**config.mk**
```make
export PLATFORM = sky130hd
export DESIGN_NAME = mem_bridge_flat
export DESIGN_NICKNAME = d
export VERILOG_FILES = /design/src/rtl/mem_bridge_if.sv /design/src/rtl/mem_bridge.sv /design/src/flat_wrapper.sv
export SDC_FILE = /design/constraint.sdc
export NUM_CORES = 1
export LEC_CHECK = 0
export ABC_CLOCK_PERIOD_IN_PS = 3050
export CORE_AREA = 2 2 87 89
export CTS_BUF_LIST = sky130_fd_sc_hd__clkbuf_8 sky130_fd_sc_hd__clkbuf_16
export DETAILED_ROUTE_END_ITERATION = 10
export DIE_AREA = 0 0 89 91
export PLACE_DENSITY = 0.85
export SKIP_LAST_GASP = 1
export SLEW_MARGIN = 10
export SYNTH_ARGS = -nofsm -noshare
export SYNTH_HDL_FRONTEND = slang
export SYNTH_SLANG_ARGS = --single-unit
```
**constraint.sdc**
```tcl
create_clock -name clk -period 3.05 [get_ports clk]
set_input_delay 0.305 -clock clk [delete_from_list [all_inputs] [get_ports clk]]
set_output_delay 0.305 -clock clk [all_outputs]
set_load 0.01 [all_outputs]
```
**src/rtl/mem_bridge_if.sv**
```systemverilog
// rtl/mem_bridge_if.sv - request/response and SRAM bus bundle for mem_bridge
interface mem_bridge_if;
    logic        mem_read;
    logic        mem_write;
    logic [15:0] mem_address;
    logic [15:0] mem_wdata;
    logic [1:0]  mem_byte_enable;
    logic [15:0] mem_rdata;
    logic        mem_resp;
    logic        protocol_err;
    logic [15:0] access_count;
    logic        sram_ce;
    logic        sram_we;
    logic [1:0]  sram_be;
    logic [14:0] sram_addr;
    logic [15:0] sram_wdata;
    logic [15:0] sram_rdata;

    // Bridge side: consumes requests and SRAM read data, drives everything else.
    modport slave (
        input  mem_read, mem_write, mem_address, mem_wdata, mem_byte_enable, sram_rdata,
        output mem_rdata, mem_resp, protocol_err, access_count,
        output sram_ce, sram_we, sram_be, sram_addr, sram_wdata
    );

    // Requester/SRAM side: the mirror image of the bridge.
    modport master (
        output mem_read, mem_write, mem_address, mem_wdata, mem_byte_enable, sram_rdata,
        input  mem_rdata, mem_resp, protocol_err, access_count,
        input  sram_ce, sram_we, sram_be, sram_addr, sram_wdata
    );
endinterface

```
**src/rtl/mem_bridge.sv**
```systemverilog
// rtl/mem_bridge.sv - fixed-wait-state bridge from MAR/MDR requests to a single-port SRAM
module mem_bridge #(
    parameter int unsigned WAIT       = 2,       // SRAM wait states per access, 1..15
    parameter logic [15:0] COUNT_INIT = 16'h0000 // power-on value of access_count
) (
    input  logic         clk,
    input  logic         reset_n,
    mem_bridge_if.slave  bus
);
    localparam logic [3:0] WAIT_LOAD = 4'(WAIT - 1);

    typedef enum logic [1:0] {IDLE, ACCESS, RESP} state_t;

    state_t      state_q, state_d;
    logic [3:0]  cnt_q;
    logic        op_write_q;
    logic [14:0] addr_q;
    logic [15:0] wdata_q;
    logic [1:0]  be_q;
    logic [15:0] rdata_q;
    logic [15:0] count_q;
    logic        perr_q;

    logic        start;
    logic        done;
    logic        ce;
    logic        we;
    logic [1:0]  be;
    logic        resp;

    // Byte-address LSB has no role in a 16-bit word select.
    logic unused_addr_lsb;
    assign unused_addr_lsb = bus.mem_address[0];

    // State register; async reset drops the SRAM strobes without a clock edge.
    always_ff @(posedge clk or negedge reset_n) begin
        if (!reset_n) begin
            state_q <= IDLE;
        end else begin
            state_q <= state_d;
        end
    end

    // Next-state and strobe decode; strobes come straight from the state so they stay glitch-free per state.
    always_comb begin
        state_d = state_q;
        start   = 1'b0;
        done    = 1'b0;
        ce      = 1'b0;
        we      = 1'b0;
        be      = 2'b00;
        resp    = 1'b0;
        case (state_q)
            IDLE: begin
                if (bus.mem_read || bus.mem_write) begin
                    start   = 1'b1;
                    state_d = ACCESS;
                end
            end
            ACCESS: begin
                ce = 1'b1;
                we = op_write_q;
                be = op_write_q ? be_q : 2'b11;
                if (cnt_q == 4'd0) begin
                    done    = 1'b1;
                    state_d = RESP;
                end
            end
            RESP: begin
                // Requester may have abandoned the access; only answer a line still held.
                resp    = op_write_q ? bus.mem_write : bus.mem_read;
                state_d = IDLE;
            end
            default: state_d = IDLE;
        endcase
    end

    // Request latch, wait counter, read capture, access counter and sticky error.
    always_ff @(posedge clk or negedge reset_n) begin
        if (!reset_n) begin
            cnt_q      <= 4'd0;
            op_write_q <= 1'b0;
            addr_q     <= 15'd0;
            wdata_q    <= 16'd0;
            be_q       <= 2'b00;
            rdata_q    <= 16'd0;
            count_q    <= COUNT_INIT;
            perr_q     <= 1'b0;
        end else begin
            if (start) begin
                addr_q     <= bus.mem_address[15:1];
                wdata_q    <= bus.mem_wdata;
                be_q       <= bus.mem_byte_enable;
                op_write_q <= bus.mem_write;
                cnt_q      <= WAIT_LOAD;
                if (bus.mem_read && bus.mem_write) begin
                    perr_q <= 1'b1;
                end
            end else if (state_q == ACCESS && cnt_q != 4'd0) begin
                cnt_q <= cnt_q - 4'd1;
            end
            if (done) begin
                if (!op_write_q) begin
                    rdata_q <= bus.sram_rdata;
                end
                count_q <= count_q + 16'd1;
            end
        end
    end

    assign bus.sram_ce      = ce;
    assign bus.sram_we      = we;
    assign bus.sram_be      = be;
    assign bus.sram_addr    = addr_q;
    assign bus.sram_wdata   = wdata_q;
    assign bus.mem_resp     = resp;
    assign bus.mem_rdata    = rdata_q;
    assign bus.access_count = count_q;
    assign bus.protocol_err = perr_q;
endmodule
```
**src/flat_wrapper.sv**
```systemverilog
// flat-port wrapper written by rule: the top's interface ports become plain ports
module mem_bridge_flat 
#(
    parameter int unsigned WAIT       = 2,                                            
    parameter logic [15:0] COUNT_INIT = 16'h0000                                  
)
  (clk, reset_n, bus_mem_read, bus_mem_write, bus_mem_address, bus_mem_wdata, bus_mem_byte_enable, bus_sram_rdata, bus_mem_rdata, bus_mem_resp, bus_protocol_err, bus_access_count, bus_sram_ce, bus_sram_we, bus_sram_be, bus_sram_addr, bus_sram_wdata);
  mem_bridge_if bus_i ();
  input  logic clk;
  input  logic reset_n;
  input wire logic [$bits(bus_i.mem_read)-1:0] bus_mem_read;
  input wire logic [$bits(bus_i.mem_write)-1:0] bus_mem_write;
  input wire logic [$bits(bus_i.mem_address)-1:0] bus_mem_address;
  input wire logic [$bits(bus_i.mem_wdata)-1:0] bus_mem_wdata;
  input wire logic [$bits(bus_i.mem_byte_enable)-1:0] bus_mem_byte_enable;
  input wire logic [$bits(bus_i.sram_rdata)-1:0] bus_sram_rdata;
  output wire logic [$bits(bus_i.mem_rdata)-1:0] bus_mem_rdata;
  output wire logic [$bits(bus_i.mem_resp)-1:0] bus_mem_resp;
  output wire logic [$bits(bus_i.protocol_err)-1:0] bus_protocol_err;
  output wire logic [$bits(bus_i.access_count)-1:0] bus_access_count;
  output wire logic [$bits(bus_i.sram_ce)-1:0] bus_sram_ce;
  output wire logic [$bits(bus_i.sram_we)-1:0] bus_sram_we;
  output wire logic [$bits(bus_i.sram_be)-1:0] bus_sram_be;
  output wire logic [$bits(bus_i.sram_addr)-1:0] bus_sram_addr;
  output wire logic [$bits(bus_i.sram_wdata)-1:0] bus_sram_wdata;
  assign bus_i.mem_read = bus_mem_read;
  assign bus_i.mem_write = bus_mem_write;
  assign bus_i.mem_address = bus_mem_address;
  assign bus_i.mem_wdata = bus_mem_wdata;
  assign bus_i.mem_byte_enable = bus_mem_byte_enable;
  assign bus_i.sram_rdata = bus_sram_rdata;
  assign bus_mem_rdata = bus_i.mem_rdata;
  assign bus_mem_resp = bus_i.mem_resp;
  assign bus_protocol_err = bus_i.protocol_err;
  assign bus_access_count = bus_i.access_count;
  assign bus_sram_ce = bus_i.sram_ce;
  assign bus_sram_we = bus_i.sram_we;
  assign bus_sram_be = bus_i.sram_be;
  assign bus_sram_addr = bus_i.sram_addr;
  assign bus_sram_wdata = bus_i.sram_wdata;
  mem_bridge #(.WAIT(WAIT), .COUNT_INIT(COUNT_INIT)) u_core (.clk(clk), .reset_n(reset_n), .bus(bus_i));
endmodule
```
Word-level counts from Yosys, hierarchy flattened:

Index checks and enable logic that the tools add are counted.

* memories: 0
* output and inout bits: 69
* register bits: 73
* bits in latches: 0
* RAM bits: 0
* input port bits: 54
* memory bits (read-only): 0

* reductions and logical operators: 10
* bitwise operators: 1
* mux-type cells: 15
* eq/ne operators: 4
* $mul: 0
* $lt $le $gt $ge: 0
* shift operators: 0
* add/sub/neg operators: 2
* div/mod/pow operators: 0

Operators by type and width (count)
* $add 16x1->16 const B: 1
* $mux 1: 8
* $mux 2: 4
* $mux 4: 2
* $reduce_and 2->1: 3
* $logic_not 4->1: 1
* $ne 2x1->1 const B: 2
* $pmux 2 s2: 1
* $reduce_bool 4->1: 1
* $sub 4x1->4 const B: 1
* $eq 2x1->1 const B: 1
* $eq 2x2->1 const B: 1
* $logic_and 1x1->1: 2
* $logic_not 2->1: 1
* $reduce_bool 2->1: 1
* $logic_or 1x1->1: 1
* $not 1->1: 1

Depth between registers and ports, before layout:

Gate-level depths: netlist of the first run.

* depth in word-level cells: 4
* gate-level depth with buffers: 8

Least setup slack after synthesis of the first run:

Ideal clock, no wire load.

* path kind: register to register
* start: register u_core.cnt_q[0]
* end: register u_core.count_q[13], in the netlist u_core.bus.access_count[13]
* setup time: 79 ps
* slack: 927 ps
* stages on the path, launching flop included: 9
* clock period less this slack: 2123 ps
* data arrival time: 2044 ps
* cell sequence: dfrtp_1 inv_1 ha_1 or3b_1 buf_2 or4_4 buf_6 nor3_2 xor2_1

* longest elaborated chain between the ends: 3

RTL lines
* start, declared: line mem_bridge.sv:15 `logic [3:0] cnt_q;`
* start signal, assigned: line mem_bridge.sv:100 `cnt_q <= cnt_q - 4'd1;`
* $logic_not 4->1: line mem_bridge.sv:64 `if (cnt_q == 4'd0) begin`
* $mux 1: line mem_bridge.sv:64
* $mux 1: line mem_bridge.sv:53 `case (state_q)`
* end signal, assigned: line mem_bridge.sv:106 `count_q <= count_q + 16'd1;`
* end, declared: line mem_bridge.sv:21 `logic [15:0] count_q;`

Every way passes these cells.
A chain may end at the register's enable or synchronous reset.

Worst setup path in the final report of the first run:

* start: register u_core.cnt_q[0]
* end: register u_core.rdata_q[7], in the netlist u_core.bus.mem_rdata[7]

* longest elaborated chain between the ends: 4

RTL lines
* $logic_not 4->1: line mem_bridge.sv:64
* $mux 1: line mem_bridge.sv:64
* $mux 1: line mem_bridge.sv:53
* $reduce_and 2->1 (no source line)
* end signal, assigned: line mem_bridge.sv:104 `rdata_q <= bus.sram_rdata;`
* end, declared: line mem_bridge.sv:20 `logic [15:0] rdata_q;`

Every way passes these cells.

==> results of run 1 <==
-- kinds of logic (layout without fill, tap and decap cells) --
logic type,after synthesis,in the layout
flops,73,73
simple gates,142,142
fa+ha+maj,3,3
compound gates,9,9
mux,18,18
xor+xnor,18,18
buf+inv,16,144
-- metal layers --
| layer | part of all wire [%] | up-vias | wire length [um] |
|---|---|---|---|
| li1 | - | 1140 | - |
| met4 | 0.70 | 0 | 48 |
| met1 | 43 | 1101 | 2930 |
| met2 | 49 | 87 | 3340 |
| met3 | 7.6 | 5 | 519 |
| met5 | 0 | - | 0 |
-- worst max path at each step --
| stage | startpoint | slack, ns | endpoint | depth (start not counted) |
|---|---|---|---|---|
| finish | u_core.cnt_q[0]$_DFFE_PN0P_ | 0.77 | u_core.bus.mem_rdata[7]$_DFFE_PN0P_ | 5 |
| global route | u_core.cnt_q[0]$_DFFE_PN0P_ | 0.64 | u_core.bus.mem_rdata[8]$_DFFE_PN0P_ | 5 |
| CTS | u_core.cnt_q[0]$_DFFE_PN0P_ | 0.76 | u_core.bus.mem_rdata[7]$_DFFE_PN0P_ | 5 |
| detailed placement | u_core.cnt_q[0]$_DFFE_PN0P_ | 0.78 | u_core.bus.mem_rdata[7]$_DFFE_PN0P_ | 5 |
| global placement | u_core.cnt_q[0]$_DFFE_PN0P_ | 0.83 | u_core.bus.mem_rdata[5]$_DFFE_PN0P_ | 5 |
| floorplan | u_core.cnt_q[0]$_DFFE_PN0P_ | 0.93 | u_core.bus.access_count[13]$_DFFE_PN0P_ | 8 |
-- cells in the mapped netlist --
cell / number / area (um^2)
nand2_1: 107 / 402
dfrtp_1: 73 / 1830
mux2_2: 11 / 124
xor2_1: 10 / 87.6
nand3_1: 8 / 40.0
xnor2_1: 8 / 70.1
clkbuf_1: 6 / 22.5
mux2_1: 6 / 67.6
nor2_1: 6 / 22.5
inv_1: 5 / 18.8
nor3_2: 5 / 50.1
nand4_1: 4 / 25.0
a21oi_1: 3 / 15.0
buf_2: 3 / 15.0
ha_1: 3 / 37.5
and3_1: 2 / 12.5
nor3_1: 2 / 10.0
o21ai_0: 2 / 10.0
a22o_1: 1 / 8.76
a31o_2: 1 / 8.76
and2_1: 1 / 6.26
buf_1: 1 / 3.75
buf_6: 1 / 11.3
mux2i_1: 1 / 10.0
nand2b_1: 1 / 6.26
nand3b_1: 1 / 7.51
nor3b_1: 1 / 7.51
o21a_1: 1 / 7.51
o21ai_1: 1 / 5.00
or2_2: 1 / 6.26
or3_1: 1 / 6.26
or3b_1: 1 / 8.76
or4_4: 1 / 11.3
-- sequential cells by signal, summed over array words and instances, names as in the netlist --
register                 count
u_core.bus.protocol_err      1
u_core.op_write_q            1
u_core.be_q                  2
u_core.bus.mem_rdata        16
u_core.bus.sram_addr        15
u_core.bus.sram_wdata       16
u_core.cnt_q                 4
u_core.state_q               2
u_core.bus.access_count     16
-- layout make-up --
cell class | instances | area [um^2]
clock buffers | 9 | 124
clock inverters | 6 | 52.6
fillers | 594 | 2680
inverters | 5 | 18.8
multi-input cells | 190 | 1080
flip-flops and latches | 73 | 1830
well taps | 99 | 124
repair buffers | 124 | 1230
-- critical path: cells and delay by family, from the launching register on --
kind                       cells  cell delay (ns)
adders and majority gates      1             0.15
buffers and inverters          1             0.11
and+or+nand+nor                2             1.09
DFF                            1             0.38
muxes                          1             0.42
-- per-stage QoR --
| step | setup slack (ns) | instances | power, mW | cell area [um^2] | util, % |
|---|---|---|---|---|---|
| 4_1_cts | 0.765 | 506 | 4.26 | 4450 | 62.4 |
| 6_report | 0.775 | 506 | 4.20 | 4450 | 62.4 |
| 3_3_place_gp | 0.830 | 491 | 3.47 | 4280 | 59.9 |
| 2_1_floorplan | 0.927 | 279 | 2.49 | 2970 | - |
| 5_1_grt | 0.640 | 506 | 4.53 | 4450 | 62.4 |
| 3_5_place_dp | 0.781 | 491 | 3.55 | 4280 | 59.9 |
-- power groups by stage --
stage	combinational (mW)	clock (mW)	sequential [mW]
global route	2.10	0.761	1.67
detailed placement	1.93	0	1.62
global placement	1.87	0	1.60
floorplan	0.729	0	1.76
CTS	1.94	0.718	1.61
finish	1.91	0.688	1.61
-- layout by cell type, fill, tap and decap left out --
master	netlist	layout
clkdlybuf4s50_1	0	120
nand2_1	107	107
dfrtp_1	73	73
mux2_2	11	11
xor2_1	10	10
clkbuf_8	0	9
nand3_1	8	8
xnor2_1	8	8
inv_1	5	7
mux2_1	6	6
nor2_1	6	6
nor3_2	5	5
nand4_1	4	4
buf_4	0	4
a21oi_1	3	3
ha_1	3	3
clkinv_2	0	3
o21ai_0	2	2
and3_1	2	2
nor3_1	2	2
nand2b_1	1	1
mux2i_1	1	1
nor3b_1	1	1
and2_1	1	1
or3b_1	1	1
or3_1	1	1
o21a_1	1	1
o21ai_2	0	1
or2_2	1	1
nand3b_1	1	1
or4_4	1	1
a22o_1	1	1
a31o_2	1	1
bufinv_16	0	1
==> flow_summary.toml, run 1 <==
[drt]
route.detailed.drc = 0
via_per_inst = 4.61
postRouteAntennaNets = 0
dr_total_vias = 2333
wl_per_cell_um = 13.5
drtPass1Iterations = 5
drtIter0Drc = 89
wl_um = 6840

[sta]
period_share_pct = 74.6
holdWs_ns = 0.0890
final.min_clock_period_ns = 2.28
setup_violations = 0
finalSetupTns_ns = 0
slew_viol_final = 0
hold_viol = 0
tightest_slew_ns = 0.900
fmax_ghz = 0.440
relSlewSlack_pct = 40.0
rsz0062_at_grt = "no"
clock_skew_ns = 0.0106

[global_routing]
grtUsageTotal_pct = 17.4
grt-busiest-layer = "met2"
grt_pass1_vias = 2319
use_met1_pct = 21.6
grt.met2_usage_pct = 27.9
overflow = 0
grt_max_degree = 74
global_route.usage.met3_pct = 6.91
antenna_found_initial = 0
grt_pass1_wl_um = 11000

[cells_and_area]
antenna_cells = 0
syn_to_final_growth_pct = 49.9
drive_gt1_share_pct = 9.09
fin_nets = 460

[worst_setup_path]
path_cells = "inv_1, ha_1, or3b_1, or3_1, mux2_1"
max_stage_delay_ns = 0.64
slowest_stage = "or3_1"
r2r_end = "u_core.bus.mem_rdata[7]$_DFFE_PN0P_"
critical_path.max_fanout = 16
crit_path_end_kind = "register"
regToRegSetupSlack_ns = 0.77
timing.rr.start = "u_core.cnt_q[0]$_DFFE_PN0P_"
rr_worst_depth = 5
cp.arrival_ns = 2.48
worstPathRequired_ns = 3.26
worstSetupPathType = "reg -> reg"
setup.worst_path.start_class = "register"

[yosys]
yosys_register_bits = 73
synth_compound_area_share_pct = 1.85
yosys_warnings = 0
syn_avg_cell_area_um2 = 10.7
synth-simple-area-share_pct = 20.9
netlist_area_um2 = 2970
synth_fp_nets = 336
synthCells = 279
synthMuxAreaShare_pct = 6.78
synth_xor_area_share_pct = 5.31
ys_seq_area_share_pct = 61.5
synth-adder-area-share_pct = 1.26
synth.distinct_cells = 33
synth_top_family_by_area = "simple AND/OR/NAND/NOR gates"

[power_and_ir_drop]
swShare_pct = 34.2
power_frac_clock_pct = 16.4
seqPwrFrac_pct = 38.2
p_leak_nw = 2.05
internal_power_mw = 2.76
power_frac_comb_pct = 45.4
pwr_density_cell_nw_per_um2 = 943
ir_drop_uv = 527
power_switching_mw = 1.44

[cts]
clockBufferDepth = 2
clk_latency_ns = 0.33
postCtsSetupRepairBufs = 0
ctsHoldBuffers = 0
clkSinkCount = 73
tritoncts = "done"
numCtsBuffers = 9
htreeDepth = 3
cts.clk_slew.worst_paths_ns = 0.07
cts_root_buf = "clkbuf_8"
ctsResizeCount = 0

[run]
maxCapViolCount = 0

[floorplan]
die_w_um = 89
ioPinCount = 123
start_util_pct = 41.6
die_y_um = 91
core_region_area_um2 = 7140
row_count = 31
die_area_um2 = 8100

[place]
numPortBuffers = 121
dp_hpwl_um = 4970
gp_congestion = 0.779

[status]
outcome = "finished, final reports clean"

[hold_path]
hold_path.class = "in -> async"
Note: power is estimated with default switching activity, not from simulation.
==> run 2: changes to the inputs <==
--- a/config.mk
+++ b/config.mk
@@ -5,7 +5,7 @@
 export SDC_FILE = /design/constraint.sdc
 export NUM_CORES = 1
 export LEC_CHECK = 0
-export ABC_CLOCK_PERIOD_IN_PS = 3050
+export ABC_CLOCK_PERIOD_IN_PS = 2300
 export CORE_AREA = 2 2 87 89
 export CTS_BUF_LIST = sky130_fd_sc_hd__clkbuf_8 sky130_fd_sc_hd__clkbuf_16
 export DETAILED_ROUTE_END_ITERATION = 10
==> constraint.sdc (replaced) <==
create_clock -name clk -period 2.3 [get_ports clk]
set_input_delay 0.23 -clock clk [delete_from_list [all_inputs] [get_ports clk]]
set_output_delay 0.23 -clock clk [all_outputs]
set_load 0.01 [all_outputs]
==> flow_summary.toml, run 2 (synthesis results as in run 1) <==
[cts]
clkSinkCount = 73
ctsHoldBuffers = 0
clockBufferDepth = 2
numCtsBuffers = 9
htreeDepth = 3
postCtsSetupRepairBufs = 0
cts_root_buf = "clkbuf_8"
cts.clk_slew.worst_paths_ns = 0.07
tritoncts = "done"
clk_latency_ns = 0.33
ctsResizeCount = 0

[drt]
postRouteAntennaNets = 0
dr_total_vias = 2326
wl_um = 6690
drtIter0Drc = 62
wl_per_cell_um = 13.1
drtPass1Iterations = 4
via_per_inst = 4.56
route.detailed.drc = 0

[worst_setup_path]
cp.arrival_ns = 2.38
path_cells = "inv_1, ha_1, or3b_1, or4_4, nor3_2, xor2_1"
worstSetupPathType = "reg -> reg"
critical_path.max_fanout = 7
crit_family = "simple AND/OR/NAND/NOR gates"
setup.worst_path.start_class = "register"
max_stage_delay_ns = 0.62
crit_start = "u_core.cnt_q[0]$_DFFE_PN0P_"
worstPathRequired_ns = 2.56
crit_path_end_kind = "register"
r2r_end = "u_core.bus.access_count[11]$_DFFE_PN0P_"
timing.rr.start = "u_core.cnt_q[0]$_DFFE_PN0P_"
crit_buf_inv = 1
rr_worst_depth = 6
slowest_stage = "or4_4"
regToRegSetupSlack_ns = 0.18

[sta]
relSlewSlack_pct = 40.8
clock_skew_ns = 0.00924
period_share_pct = 92.0
tightest_slew_ns = 0.888
hold_viol = 0
setup_violations = 0
finalSetupTns_ns = 0
slew_viol_final = 0
fmax_ghz = 0.473
final.min_clock_period_ns = 2.12
rsz0062_at_grt = "no"

[floorplan]
die_area_um2 = 8100
ioPinCount = 123
die_w_um = 89
start_util_pct = 41.6
die_y_um = 91
row_count = 31
core_region_area_um2 = 7140

[cells_and_area]
final-instance-count-excl-fill = 510
fillers = 604
layout_commonest_cell = "clkdlybuf4s50_1"
antenna_cells = 0
drive_gt1_share_pct = 10.2
utilization_pct = 63.6
syn_to_final_growth_pct = 52.8
fin_nets = 464
mostFrequentLayoutCells = "120 x clkdlybuf4s50_1, 107 x nand2_1, 73 x dfrtp_1"
design_area_um2 = 4540

[power_and_ir_drop]
p_leak_nw = 2.08
power_frac_comb_pct = 44.0
power_frac_clock_pct = 19.7
pwr_density_cell_nw_per_um2 = 1290
power_mw = 5.86
power_switching_mw = 1.93
ir_drop_uv = 774
seqPwrFrac_pct = 36.3
swShare_pct = 32.9
internal_power_mw = 3.93

[global_routing]
grt_pass1_vias = 2411
grt_max_degree = 74
antenna_found_initial = 0
overflow = 0
grt_pass1_wl_um = 11000
grtUsageTotal_pct = 17.5

[place]
dp_hpwl_um = 4970
placed_cells = 495
placed_cell_area_um2 = 4310
numPortBuffers = 121
gp_congestion = 0.759

[hold_path]
hold_path.class = "in -> async"

[run]
maxCapViolCount = 0

[status]
outcome = "finished, final reports clean"
run 2: cell types whose count changed in the layout (fill, tap and decap cells not counted), sizes merged:
cell,before,now
bufinv,1,3
inv,7,6
buf,4,8
clkinvlp,0,2
clkinv,3,0
run 2: how the worst max path moves through the flow:
| stage | endpoint | slack, ns | cells after the start |
|---|---|---|---|
| floorplan | u_core.bus.access_count[13]$_DFFE_PN0P_ | 0.18 | 8 |
| global placement | u_core.bus.access_count[14]$_DFFE_PN0P_ | 0.27 | 6 |
| detailed placement | u_core.bus.access_count[11]$_DFFE_PN0P_ | 0.17 | 6 |
| CTS | u_core.bus.access_count[11]$_DFFE_PN0P_ | 0.16 | 6 |
| global route | u_core.bus.access_count[13]$_DFFE_PN0P_ | 0.06 | 6 |
| finish | u_core.bus.access_count[11]$_DFFE_PN0P_ | 0.18 | 6 |
run 2: per-layer routing:
| metal | track usage (%) | share of wire (%) |
|---|---|---|
| met3 | 6.64 | 9.4 |
| met4 | 6.72 | 2.0 |
| met5 | 0 | 0 |
| met1 | 20.8 | 41 |
| met2 | 28.5 | 48 |
run 2: worst register-to-register path: stages, from the launching register on:
cell,delay [ns]
dfrtp_1,0.38
inv_1,0.11
ha_1,0.16
or3b_1,0.39
or4_4,0.62
nor3_2,0.23
xor2_1,0.16
run 2: per-stage QoR:
stage	worst slack, ns	hold slack, ns
detailed placement	0.175	0.419
global placement	0.269	0.414
floorplan	0.177	-0.0656
CTS	0.160	0.0434
finish	0.184	0.0186
global route	0.0631	0.0952
run 2: final cells by class:
| class | count | area (um^2) | share of cell area [%] |
|---|---|---|---|
| clock buffers | 9 | 124 | 2.73 |
| multi-input cells | 190 | 1080 | 23.7 |
| inverters | 5 | 18.8 | 0.413 |
| well taps | 99 | 124 | 2.73 |
| clock inverters | 6 | 109 | 2.40 |
| repair buffers | 128 | 1260 | 27.8 |
| flip-flops and latches | 73 | 1830 | 40.2 |
run 2: power groups by stage:
stage               registers (mW)  clock network [mW]  logic [mW]
global placement              2.12                   0        2.53
finish                        2.13                1.15        2.57
CTS                           2.13                1.19        2.62
global route                  2.21                1.25        2.84
floorplan                     2.33                   0       0.967
detailed placement            2.15                   0        2.61
==> run 3: changes to the inputs <==
--- a/config.mk
+++ b/config.mk
@@ -6,6 +6,7 @@
 export NUM_CORES = 1
 export LEC_CHECK = 0
 export ABC_CLOCK_PERIOD_IN_PS = 2300
+export CAP_MARGIN = 20
 export CORE_AREA = 2 2 87 89
 export CTS_BUF_LIST = sky130_fd_sc_hd__clkbuf_8 sky130_fd_sc_hd__clkbuf_16
 export DETAILED_ROUTE_END_ITERATION = 10
==> results of run 3 <==
Same layout as run 2: the final DEF is identical, and so are final timing and power.
